**src/rtl/dds_phase_sequencer_if.sv**
```systemverilog
// dds_phase_sequencer_if: control, config handshake and phase outputs of the DDS phase sequencer
interface dds_phase_sequencer_if #(
  parameter int ACC_W = 16,
  parameter int CNT_W = 8
);
  logic             start;
  logic             stop;
  logic             cfg_valid;
  logic             cfg_ready;
  logic [ACC_W-1:0] cfg_tuning;
  logic [CNT_W-1:0] cfg_cycles;
  logic [3:0]       phase_out;
  logic             phase_valid;
  logic             wrap;
  logic             busy;
  logic             done;
  modport slave (
    input  start, stop, cfg_valid, cfg_tuning, cfg_cycles,
    output cfg_ready, phase_out, phase_valid, wrap, busy, done
  );
  modport master (
    output start, stop, cfg_valid, cfg_tuning, cfg_cycles,
    input  cfg_ready, phase_out, phase_valid, wrap, busy, done
  );
endinterface

```
**src/rtl/dds_phase_sequencer.sv**
```systemverilog
// dds_phase_sequencer: phase accumulator with start/stop, burst runs and wrap-aligned retuning
module dds_phase_sequencer #(
  parameter int               ACC_W      = 16,
  parameter int               CNT_W      = 8,
  parameter logic [ACC_W-1:0] DEFAULT_TW = 16'h1000
) (
  input  logic                  clk,
  input  logic                  reset,
  dds_phase_sequencer_if.slave  bus
);
  localparam logic [1:0] S_IDLE = 2'd0;
  localparam logic [1:0] S_RUN  = 2'd1;
  localparam logic [1:0] S_STOP = 2'd2;
  logic [1:0]       r_state;
  logic [ACC_W-1:0] r_acc, r_tw, r_pend_tw;
  logic [CNT_W-1:0] r_cycles, r_pend_cycles, r_wrap_cnt;
  logic             r_pend_valid, r_cfg_ready, r_busy, r_wrap, r_done;
  logic [3:0]       r_phase;
  logic [ACC_W:0]   w_sum;
  logic             w_carry, w_xfer, w_burst_end, w_stopping, w_end;
  assign w_sum       = {1'b0, r_acc} + {1'b0, r_tw};
  assign w_carry     = w_sum[ACC_W];
  assign w_xfer      = bus.cfg_valid & r_cfg_ready;
  assign w_burst_end = (|r_cycles) & (r_wrap_cnt + 1'b1 == r_cycles);
  assign w_stopping  = bus.stop | (r_state == S_STOP);
  // a zero tuning word never wraps, so a stop request must end the run directly
  assign w_end       = (r_state != S_IDLE) &
                       ((w_carry & (w_burst_end | w_stopping)) | (~|r_tw & w_stopping));
  always_ff @(posedge clk) begin
    if (reset) begin
      r_state       <= S_IDLE;
      r_acc         <= '0;
      r_tw          <= DEFAULT_TW;
      r_cycles      <= '0;
      r_pend_tw     <= '0;
      r_pend_cycles <= '0;
      r_pend_valid  <= 1'b0;
      r_wrap_cnt    <= '0;
      r_cfg_ready   <= 1'b1;
      r_busy        <= 1'b0;
      r_wrap        <= 1'b0;
      r_done        <= 1'b0;
      r_phase       <= '0;
    end else begin
      r_wrap <= 1'b0;
      r_done <= 1'b0;
      if (r_state == S_IDLE) begin
        if (w_xfer) begin
          r_tw     <= bus.cfg_tuning;
          r_cycles <= bus.cfg_cycles;
        end
        if (bus.start) begin
          r_state    <= S_RUN;
          r_acc      <= '0;
          r_wrap_cnt <= '0;
          r_busy     <= 1'b1;
        end
      end else if (w_end) begin
        r_state      <= S_IDLE;
        r_acc        <= '0;
        r_phase      <= '0;
        r_wrap       <= w_carry;
        r_done       <= 1'b1;
        r_busy       <= 1'b0;
        r_pend_valid <= 1'b0;
        r_cfg_ready  <= 1'b1;
      end else begin
        r_acc   <= w_sum[ACC_W-1:0];
        r_phase <= w_sum[ACC_W-1 -: 4];
        r_wrap  <= w_carry;
        if (bus.stop) r_state <= S_STOP;
        // the wrapping update still uses the old word; the pending one applies from here on
        if (w_carry & r_pend_valid) begin
          r_tw         <= r_pend_tw;
          r_cycles     <= r_pend_cycles;
          r_wrap_cnt   <= '0;
          r_pend_valid <= 1'b0;
          r_cfg_ready  <= 1'b1;
        end else begin
          if (w_carry & (|r_cycles)) r_wrap_cnt <= r_wrap_cnt + 1'b1;
          if (w_xfer) begin
            r_pend_tw     <= bus.cfg_tuning;
            r_pend_cycles <= bus.cfg_cycles;
            r_pend_valid  <= 1'b1;
            r_cfg_ready   <= 1'b0;
          end
        end
      end
    end
  end
  assign bus.cfg_ready   = r_cfg_ready;
  assign bus.phase_out   = r_phase;
  assign bus.phase_valid = r_busy;
  assign bus.busy        = r_busy;
  assign bus.wrap        = r_wrap;
  assign bus.done        = r_done;
endmodule
```
**src/flat_wrapper.sv**
```systemverilog
// flat-port wrapper written by rule: the top's interface ports become plain ports
module dds_phase_sequencer_flat 
#(
  parameter int               ACC_W      = 16,
  parameter int               CNT_W      = 8,
  parameter logic [ACC_W-1:0] DEFAULT_TW = 16'h1000
)
  (clk, reset, bus_start, bus_stop, bus_cfg_valid, bus_cfg_tuning, bus_cfg_cycles, bus_cfg_ready, bus_phase_out, bus_phase_valid, bus_wrap, bus_busy, bus_done);
  dds_phase_sequencer_if #(.ACC_W(ACC_W), .CNT_W(CNT_W)) bus_i ();
  input  logic clk;
  input  logic reset;
  input wire logic [$bits(bus_i.start)-1:0] bus_start;
  input wire logic [$bits(bus_i.stop)-1:0] bus_stop;
  input wire logic [$bits(bus_i.cfg_valid)-1:0] bus_cfg_valid;
  input wire logic [$bits(bus_i.cfg_tuning)-1:0] bus_cfg_tuning;
  input wire logic [$bits(bus_i.cfg_cycles)-1:0] bus_cfg_cycles;
  output wire logic [$bits(bus_i.cfg_ready)-1:0] bus_cfg_ready;
  output wire logic [$bits(bus_i.phase_out)-1:0] bus_phase_out;
  output wire logic [$bits(bus_i.phase_valid)-1:0] bus_phase_valid;
  output wire logic [$bits(bus_i.wrap)-1:0] bus_wrap;
  output wire logic [$bits(bus_i.busy)-1:0] bus_busy;
  output wire logic [$bits(bus_i.done)-1:0] bus_done;
  assign bus_i.start = bus_start;
  assign bus_i.stop = bus_stop;
  assign bus_i.cfg_valid = bus_cfg_valid;
  assign bus_i.cfg_tuning = bus_cfg_tuning;
  assign bus_i.cfg_cycles = bus_cfg_cycles;
  assign bus_cfg_ready = bus_i.cfg_ready;
  assign bus_phase_out = bus_i.phase_out;
  assign bus_phase_valid = bus_i.phase_valid;
  assign bus_wrap = bus_i.wrap;
  assign bus_busy = bus_i.busy;
  assign bus_done = bus_i.done;
  dds_phase_sequencer #(.ACC_W(ACC_W), .CNT_W(CNT_W), .DEFAULT_TW(DEFAULT_TW)) u_core (.clk(clk), .reset(reset), .bus(bus_i));
endmodule
```
**config.mk**
```make
export PLATFORM = sky130hd
export DESIGN_NAME = dds_phase_sequencer_flat
export DESIGN_NICKNAME = d
export VERILOG_FILES = /design/src/rtl/dds_phase_sequencer_if.sv /design/src/rtl/dds_phase_sequencer.sv /design/src/flat_wrapper.sv
export SDC_FILE = /design/constraint.sdc
export NUM_CORES = 1
export LEC_CHECK = 0
export ABC_AREA = 1
export BUFFER_PORTS_ARGS = -buffer_cell sky130_fd_sc_hd__buf_2
export CORE_UTILIZATION = 44
export DETAILED_ROUTE_END_ITERATION = 12
export PLACE_DENSITY = 0.65
export RECOVER_POWER = 25
export SLEW_MARGIN = 20
export SYNTH_ARGS = -nofsm -noshare
export SYNTH_HDL_FRONTEND = slang
export SYNTH_SLANG_ARGS = --single-unit
```
**constraint.sdc**
```tcl
create_clock -name clk -period 5.79 [get_ports clk]
set_input_delay 0 -clock clk [delete_from_list [all_inputs] [get_ports clk]]
set_output_delay 0 -clock clk [all_outputs]
set_load 0.03 [all_outputs]
```
==> reports/metrics.yaml, run 1 <==
critical_path:
  r2r_slack_ns: 2.31
  path_class: "register to register"
  r2r-end: "u_core.r_cycles[7]"
  r2r_start: "u_core.r_tw[0]"
  cp_max_fo: 47
  cp_data_arrival_time_ns: 3.73
  startpoint_type: "register"
  cp.required_ns: 6.04
  critPathCaptureType: "register"
  worstRegToRegCells: 15
yosys:
  synth_top_area_frac: 0.356
  yosysTopAreaCell: "dfxtp_1"
  seq_area_frac_synth: 0.356
  yosys.cell_types.count: 30
  yosys-top-cells-area: "dfxtp_1, nand2_1, nor2_1"
  syn_nets: 797
  yosys_warnings: 0
  synthesis.area_mm2: 0.00466
  synth_seq_cells: 83
  syn_inst: 750
  syn_area_per_cell_um2: 6.22
clock_tree:
  clkSlewWorstSetupHoldPaths_ns: 0.08
  clockRootBuffer: "clkbuf_8"
  numCtsBuffers: 9
  postCtsSetupBuffers: 0
  clock_path_buffers: 2
  cts_hold_buf: 26
  clkSinkCount: 83
  htreeDepth: 3
  ctsResizeCount: 0
  clock_latency_ns: 0.37
  cts_tree: "built"
sta:
  holdWs_ns: 0.0878
  maxSlewViolCount: 0
  hold_violations: 0
  max_freq_mhz: 288
  fin_skew_ns: 0.00935
  fin_crit_sh: 0.600
  rsz0062_at_grt: "false"
  worst_slew_pin_slew_ns: 1.01
  fin_tns_setup_ns: 0
  finalCriticalPeriod_ns: 3.48
  maxSlewHeadroom: 0.323
  setup_violations: 0
global_routing:
  grt_max_degree: 60
  grt_use_total: 0.212
  grt_pass1_wl_um: 18900
  overflow: 0
  antenna_found_initial: 0
  grt_pass1_vias: 4250
route:
  num_vias: 4544
  drtPass1Iterations: 6
  final_antenna_net_count: 0
  wl_per_cell_um: 11.7
  drc: 0
  wirelength_um: 11000
  via_per_inst: 4.83
  first_iter_violations: 184
die:
  start_util: 0.452
  std_cell_rows: 37
  die_w_um: 105
  io_pins: 38
  dieArea_mm2: 0.0110
  coreArea_mm2: 0.0103
  die_height_um: 105
power_and_ir_drop:
  p_leak_nw: 2.68
  pwr-share-clk: 0.268
  combPwrFrac: 0.268
  ir_drop_v: 0.000128
  swShare: 0.346
  p_switching_mw: 0.499
  pwr-share-seq: 0.463
  internal_power_mw: 0.944
  p_per_area_mw_per_mm2: 271
  p_total_mw: 1.44
run:
  drv_cap: 0
cells_and_area:
  nNetsFinal: 846
  drive_gt1_frac: 0.0697
  n_fill_cell: 1080
  syn2layout_area_growth_pct: 14.1
  layout_common_cells: "nand2_1, nor2_1, dfxtp_1"
  stdcell_area_mm2: 0.00532
  final_common_cell: "nand2_1"
  seqCellArea_mm2: 0.00166
  multi_input_area_mm2: 0.00252
  diodes: 0
place:
  hpwl_um: 7550
  gp_congestion: 0.877
  portBuffers: 37
  placed_cell_area_mm2: 0.00489
hold_path:
  hp-class: "primary input to register"
  min-delay-start: "reset"
  min_to: "u_core.r_wrap_cnt[6]"
  holdPathStages: 2
status:
  status: "complete, no violations"
[cell usage after synthesis, drive strengths merged]
| cell | n |
|---|---|
| and2 | 1 |
| nor2 | 135 |
| a211oi | 1 |
| dfxtp | 83 |
| inv | 83 |
| nor3 | 4 |
| a21oi | 50 |
| clkbuf | 14 |
| nand3 | 29 |
| o21ai | 33 |
| nand3b | 2 |
| fa | 1 |
| xor2 | 9 |
| nand4 | 5 |
| ha | 17 |
| nand2 | 259 |
| buf | 15 |
| nor4 | 3 |
| o31ai | 1 |
| xnor2 | 4 |
| a31oi | 1 |
[worst max path at each step]
stage	depth (start not counted)	from	to
2_1_floorplan	15	u_core.r_tw[0]	u_core.r_cycles[3]
6_report	15	u_core.r_tw[0]	u_core.r_cycles[7]
5_1_grt	15	u_core.r_tw[0]	u_core.r_cycles[6]
3_5_place_dp	15	u_core.r_tw[0]	u_core.r_cycles[3]
4_1_cts	15	u_core.r_tw[0]	u_core.r_cycles[7]
3_3_place_gp	15	u_core.r_tw[0]	u_core.r_cycles[2]
[layer usage]
metal | global-route usage | wire, um | share of wire | vias to the layer above
li1 | - | - | - | 2416
met1 | 0.279 | 5460 | 0.50 | 2018
met2 | 0.346 | 4790 | 0.44 | 98
met3 | 0.0412 | 561 | 0.051 | 12
met4 | 0.0755 | 161 | 0.015 | 0
met5 | 0 | 0 | 0 | -
[power by group through the flow]
stage          Sequential (mW)  Combinational, mW  Clock [mW]
4_1_cts                  0.667              0.386       0.402
5_1_grt                  0.674              0.450       0.422
2_1_floorplan            0.674              0.296           0
3_5_place_dp             0.679              0.370           0
3_3_place_gp             0.678              0.361           0
6_report                 0.668              0.387       0.387
[final cells by class]
| class | instances | share of cell area |
|---|---|---|
| well taps | 136 | 0.0320 |
| repair buffers | 67 | 0.0895 |
| multi-input cells | 555 | 0.474 |
| flip-flops and latches | 83 | 0.312 |
| clock buffers | 11 | 0.0284 |
| clock inverters | 5 | 0.00517 |
| inverters | 83 | 0.0585 |
[logic make-up after synthesis]
family                     Yosys count  synth area share
AOI/OAI and AO/OA                   86            0.0968
xor gates and xnor gates            13            0.0244
adders and majority gates           18            0.0499
buffers and inverters              112             0.101
DFF                                 83             0.356
and+or+nand+nor                    438             0.372
[sequential cells by signal, indices dropped and copies added (netlist names), 2 cells and up]
signal and count:
u_core.r_acc 16, u_core.bus.phase_out 4, u_core.r_state 2, u_core.r_wrap_cnt 8, u_core.r_pend_tw 16, u_core.r_cycles 8
u_core.r_pend_cycles 8, u_core.r_tw 16
[critical path, cell delays in order, from the launching register on]
cell and delay [ns]:
dfxtp_1 0.37, ha_1 0.17, inv_1 0.05, fa_1 0.40, o21ai_0 0.40, nand2_1 0.09
nand2_1 0.16, nand3_1 0.11, nand2_1 0.16, nand2_2 0.08, nand2_1 0.13, nand2_1 0.28
nand2_2 0.69, nand2_1 0.11, nand2_1 0.11, nor2_1 0.05
[stage by stage]
stage	worst slack, ns	utilization	cells
finish	2.31	0.516	940
global route	1.84	0.516	940
global placement	2.88	0.474	897
floorplan	3.47	-	750
detailed placement	2.76	0.474	897
CTS	2.74	0.516	939
Power figures use the tool's default switching activity.
==> run 2, diff against run 1 <==
Clock period 5.79 ns to 3.6 ns, I/O delays scaled along.
==> reports/metrics.yaml, run 2 (synthesis results as in run 1) <==
die:
  std_cell_rows: 37  # unchanged
  coreArea_mm2: 0.0103  # unchanged
  io_pins: 38  # unchanged
  start_util: 0.452  # unchanged
  die_w_um: 105  # unchanged
  die_height_um: 105  # unchanged
  dieArea_mm2: 0.0110  # unchanged
cells_and_area:
  syn2layout_area_growth_pct: 16.4  # was 14.1%
  stdcell_count: 942  # was 940
  diodes: 0  # unchanged
  nNetsFinal: 848  # was 846
  n_fill_cell: 1047  # was 1080
  layout_common_cells: "nand2_1, nor2_1, dfxtp_1"  # unchanged
  reg_top3: "u_core.r_acc (16), u_core.r_pend_tw (16), u_core.r_tw (16)"  # unchanged
  final_common_cell: "nand2_1"  # unchanged
  drive_gt1_frac: 0.0744  # was 0.0697
route:
  drc: 0  # unchanged
  via_per_inst: 4.73  # was 4.83
  wirelength_um: 10600  # was 11000 um
  first_iter_violations: 190  # was 184
  drtPass1Iterations: 4  # was 6
  wl_per_cell_um: 11.3  # was 11.7 um
  final_antenna_net_count: 0  # unchanged
  num_vias: 4460  # was 4544
place:
  hpwl_um: 7370  # was 7550 um
  pre_cts_ws_ns: 0.748  # was 2.76 ns
  gp_congestion: 0.863  # was 0.877
  portBuffers: 37  # unchanged
  dpl.cell_count: 899  # was 897
critical_path:
  cp_max_fo: 29  # was 47
  critPathTopFamily: "simple AND/OR/NAND/NOR gates"  # unchanged
  crit_buf_inv: 2  # was 1
  path_class: "register to register"  # unchanged
  slowest_stage: "fa_1"  # was nand2_2
  startpoint_type: "register"  # unchanged
  critPathCaptureType: "register"  # unchanged
  cpMostUsedCell: "nand2_2"  # was nand2_1
  cp_data_arrival_time_ns: 3.30  # was 3.73 ns
  worstPathCellList: "ha_1, inv_1, fa_1, o21ai_0, nand2_1, nand2_1, nand3_1, nand2_2, nand2_2, nand2_2, nand2_2, nand2_2, buf_12, nand2_1, nand2_1, nor2_1"  # was ha_1, inv_1, fa_1, o21ai_0, nand2_1, nand2_1, nand3_1, nand2_1, nand2_2, nand2_1, nand2_1, nand2_2, nand2_1, nand2_1, nor2_1
  critical-path-max-stage-delay_ns: 0.39  # was 0.69 ns
  cp.required_ns: 3.85  # was 6.04 ns
sta:
  fin_crit_sh: 0.846  # was 0.600
  fin_tns_setup_ns: 0  # unchanged
  setup_ws_ns: 0.553  # was 2.31 ns
  setup_violations: 0  # unchanged
  maxSlewViolCount: 0  # unchanged
  fin_skew_ns: 0.00965  # was 0.00935 ns
  hold_violations: 0  # unchanged
  finalCriticalPeriod_ns: 3.05  # was 3.48 ns
  maxSlewHeadroom: 0.283  # was 0.323
  worst_slew_pin_slew_ns: 1.07  # was 1.01 ns
  rsz0062_at_grt: "false"  # unchanged
  holdWs_ns: 0.0853  # was 0.0878 ns
  max_freq_mhz: 328  # was 288 MHz
clock_tree:
  numCtsBuffers: 9  # unchanged
  clockRootBuffer: "clkbuf_8"  # unchanged
  clkSinkCount: 83  # unchanged
  clock_path_buffers: 2  # unchanged
  cts_tree: "built"  # unchanged
  htreeDepth: 3  # unchanged
  clock_latency_ns: 0.36  # was 0.37 ns
  clkSlewWorstSetupHoldPaths_ns: 0.09  # was 0.08 ns
  ctsResizeCount: 0  # unchanged
power_and_ir_drop:
  p_per_area_mw_per_mm2: 471  # was 271 mW/mm^2
  p_total_mw: 2.56  # was 1.44 mW
  p_leak_nw: 2.73  # was 2.68 nW
  ir_drop_v: 0.000242  # was 0.000128 V
global_routing:
  grt_pass1_wl_um: 18200  # was 18900 um
  antenna_found_initial: 0  # unchanged
  grt_pass1_vias: 4077  # was 4250
  grt_max_degree: 59  # was 60
  grt_use_total: 0.205  # was 0.212
  overflow: 0  # unchanged
hold_path:
  hp-class: "primary input to register"  # unchanged
run:
  drv_cap: 0  # unchanged
status:
  status: "complete, no violations"  # unchanged
==> run 2: area by class of cell <==
cell class / instances / area, um^2 / share of cell area
Timing Repair Buffer: 69 / 494 / 0.0910
Clock buffer: 12 / 165 / 0.0304
Multi-Input combinational cell: 555 / 2530 / 0.466
Tap cell: 136 / 170 / 0.0313
Sequential cell: 83 / 1660 / 0.306
Inverter: 83 / 312 / 0.0574
Clock inverter: 4 / 95.1 / 0.0175
==> run 2: where the power goes <==
| part | total (mW) | switching (mW) | internal, mW | leakage [nW] |
|---|---|---|---|---|
| registers | 1.07 | 0.0631 | 1.01 | 0.681 |
| logic | 0.621 | 0.395 | 0.227 | 1.91 |
| clock network | 0.861 | 0.345 | 0.517 | 0.133 |
==> run 2: final timing paths <==
path	start	endpoint	slack [ns]	cells after the start
hold reg to reg	u_core.bus.phase_out[3]	u_core.bus.phase_out[3]	0.47	2
hold / removal	reset	u_core.r_wrap_cnt[3]	0.09	2
setup / recovery	u_core.r_tw[0]	u_core.r_tw[5]	0.55	16
setup reg to reg	u_core.r_tw[0]	u_core.r_tw[5]	0.55	16
==> run 2: timing repair <==
| item | in CTS | in global routing |
|---|---|---|
| hold buffers | 27 | 0 |
| setup buffers | 0 | 0 |
| hold endpoints to repair | 37 | 0 |
==> run 2: routing by layer <==
metal,track usage,vias to the layer above,part of all wire
li1,-,2420,-
met3,0.0418,10,0.041
met4,0.0634,0,0.011
met2,0.320,85,0.43
met5,0,-,0
met1,0.283,1945,0.52
==> run 2: through the flow <==
step	instance area, um^2	utilization
3_3_place_gp	4920	0.477
3_5_place_dp	4920	0.477
4_1_cts	5450	0.528
6_report	5430	0.526
5_1_grt	5430	0.526
2_1_floorplan	4660	-
==> run 3, diff against run 2 <==
Clock period 3.6 ns to 3 ns, I/O delays scaled along.
==> reports/metrics.yaml, run 3 (synthesis results as in run 1) <==
status:
  status: "complete, no violations"  # unchanged
hold_path:
  holdPathStages: 2  # unchanged
  hp-class: "primary input to register"  # unchanged
  min-delay-start: "reset"  # unchanged
  min_to: "u_core.r_wrap_cnt[3]"  # unchanged
power_and_ir_drop:
  p_per_area_mw_per_mm2: 572  # was 471 mW/mm^2
  combPwrFrac: 0.240  # was 0.243
  pwr-share-seq: 0.412  # was 0.420
  ir_drop_v: 0.000253  # was 0.000242 V
  internal_power_mw: 2.17  # was 1.75 mW
  p_switching_mw: 0.958  # was 0.802 mW
  swShare: 0.306  # was 0.314
  p_leak_nw: 2.74  # was 2.73 nW
  pwr-share-clk: 0.348  # was 0.337
route:
  drc: 0  # unchanged
  wirelength_um: 10700  # was 10600 um
  final_antenna_net_count: 0  # unchanged
  first_iter_violations: 190  # unchanged
  drtPass1Iterations: 5  # was 4
  via_per_inst: 4.78  # was 4.73
  wl_per_cell_um: 11.4  # was 11.3 um
  num_vias: 4503  # was 4460
die:
  dieArea_mm2: 0.0110  # unchanged
  die_w_um: 105  # unchanged
  io_pins: 38  # unchanged
  start_util: 0.452  # unchanged
  coreArea_mm2: 0.0103  # unchanged
  die_height_um: 105  # unchanged
  std_cell_rows: 37  # unchanged
run:
  drv_cap: 0  # unchanged
place:
  pre_cts_ws_ns: 0.327  # was 0.748 ns
  portBuffers: 37  # unchanged
  hpwl_um: 7490  # was 7370 um
  gp_congestion: 0.851  # was 0.863
cells_and_area:
  n_fill_cell: 1031  # was 1047
  final_common_cell: "nand2_1"  # unchanged
  diodes: 0  # unchanged
  nNetsFinal: 849  # was 848
  drive_gt1_frac: 0.0756  # was 0.0744
  layout_common_cells: "nand2_1, nor2_1, dfxtp_1"  # unchanged
  reg_top3: "u_core.r_acc (16), u_core.r_pend_tw (16), u_core.r_tw (16)"  # unchanged
  syn2layout_area_growth_pct: 17.2  # was 16.4%
global_routing:
  grt_pass1_wl_um: 18300  # was 18200 um
  grt_max_degree: 53  # was 59
  overflow: 0  # unchanged
  antenna_found_initial: 0  # unchanged
  grt_pass1_vias: 4066  # was 4077
  grt_use_total: 0.204  # was 0.205
critical_path:
  path_class: "register to register"  # unchanged
  r2r-end: "u_core.r_state[0]"  # was u_core.r_tw[5]
  critPathTopFamily: "buffers and inverters"  # was simple AND/OR/NAND/NOR gates
  r2r_start: "u_core.r_tw[0]"  # unchanged
  worstPathCellList: "ha_1, inv_1, fa_1, o21ai_2, nand2_1, nand2_2, nand3_1, nand2_2, nand2_2, nand2_1, inv_1, nand2_1, a21oi_1, dlygate4sd3_1"  # was ha_1, inv_1, fa_1, o21ai_0, nand2_1, nand2_1, nand3_1, nand2_2, nand2_2, nand2_2, nand2_2, nand2_2, buf_12, nand2_1, nand2_1, nor2_1
  r2r_slack_ns: 0.23  # was 0.55 ns
  slowest_stage: "dlygate4sd3_1"  # was fa_1
  cp_max_fo: 4  # was 29
  worstRegToRegCells: 14  # was 16
  critical-path-max-stage-delay_ns: 0.58  # was 0.39 ns
  cp_data_arrival_time_ns: 3.00  # was 3.30 ns
  cp.required_ns: 3.23  # was 3.85 ns
  critPathCaptureType: "register"  # unchanged
  startpoint_type: "register"  # unchanged
  crit_buf_inv: 3  # was 2
sta:
  max_freq_mhz: 361  # was 328 MHz
  hold_violations: 0  # unchanged
  setup_violations: 0  # unchanged
  fin_crit_sh: 0.922  # was 0.846
  rsz0062_at_grt: "false"  # unchanged
  worst_slew_pin_slew_ns: 0.724  # was 1.07 ns
  fin_tns_setup_ns: 0  # unchanged
  finalCriticalPeriod_ns: 2.77  # was 3.05 ns
  maxSlewViolCount: 0  # unchanged
  maxSlewHeadroom: 0.517  # was 0.283
  setup_ws_ns: 0.233  # was 0.553 ns
  fin_skew_ns: 0.00877  # was 0.00965 ns
clock_tree:
  clock_latency_ns: 0.35  # was 0.36 ns
  numCtsBuffers: 9  # unchanged
  clkSinkCount: 83  # unchanged
  clockRootBuffer: "clkbuf_8"  # unchanged
  clkSlewWorstSetupHoldPaths_ns: 0.08  # was 0.09 ns
  cts_tree: "built"  # unchanged
  clock_path_buffers: 2  # unchanged
  ctsResizeCount: 0  # unchanged
  htreeDepth: 3  # unchanged
-- run 3: layout make-up --
| class | count | area, um^2 | share of cell area |
|---|---|---|---|
| Multi-Input combinational cell | 555 | 2540 | 0.464 |
| Sequential cell | 83 | 1660 | 0.304 |
| Timing Repair Buffer | 70 | 514 | 0.0940 |
| Inverter | 83 | 312 | 0.0570 |
| Tap cell | 136 | 170 | 0.0311 |
| Clock buffer | 12 | 155 | 0.0284 |
| Clock inverter | 4 | 120 | 0.0220 |
-- run 3: power by group through the flow --
stage / Sequential, mW / Clock [mW] / Combinational, mW
after global routing: 1.30 / 1.17 / 0.866
after CTS: 1.29 / 1.12 / 0.757
after floorplan: 1.30 / 0 / 0.571
final: 1.29 / 1.09 / 0.752
after global placement: 1.31 / 0 / 0.709
after detailed placement: 1.31 / 0 / 0.723
-- run 3: per-stage QoR --
stage,instance area [um^2],util,hold slack (ns),power (mW),std cells
after floorplan,4660,-,0.135,1.87,750
after global placement,4940,0.478,0.236,2.02,900
after detailed placement,4940,0.478,0.246,2.04,900
after CTS,5490,0.531,0.102,3.16,943
after global routing,5470,0.530,0.121,3.34,943
final,5470,0.530,0.120,3.13,943
-- run 3: worst register-to-register path, cell delays in order, from the launching register on --
cell and delay (ns):
dfxtp_1 0.36, ha_1 0.17, inv_1 0.05, fa_1 0.41, o21ai_2 0.21, nand2_1 0.08, nand2_2 0.11, nand3_1 0.11
nand2_2 0.13, nand2_2 0.07, nand2_1 0.13, inv_1 0.11, nand2_1 0.07, a21oi_1 0.05, dlygate4sd3_1 0.58
-- run 3: worst max path at each step --
stage                               from                    to  slack [ns]  cells after the start
final                     u_core.r_tw[0]     u_core.r_state[0]        0.23                     14
after global placement    u_core.r_tw[0]  u_core.r_wrap_cnt[7]        0.44                     14
after detailed placement  u_core.r_tw[0]  u_core.r_wrap_cnt[7]        0.33                     14
after CTS                 u_core.r_tw[0]     u_core.r_state[0]        0.27                     14
after global routing      u_core.r_tw[0]  u_core.r_wrap_cnt[2]       0.009                     14
after floorplan           u_core.r_tw[0]    u_core.r_cycles[3]        0.68                     15
-- run 3: repair_timing --
| item | 4_1_cts | 5_1_grt |
|---|---|---|
| endpoints found under the hold margin | 30 | 0 |
| buffers inserted | 0 | 0 |
| hold buffers | 27 | 0 |
-- run 3: layer usage --
| layer | wire length [um] | global-route usage | vias to the layer above |
|---|---|---|---|
| met4 | 105 | 0.0584 | 0 |
| met5 | 0 | 0 | - |
| li1 | - | - | 2413 |
| met3 | 525 | 0.0368 | 7 |
| met1 | 5470 | 0.283 | 1982 |
| met2 | 4630 | 0.324 | 101 |
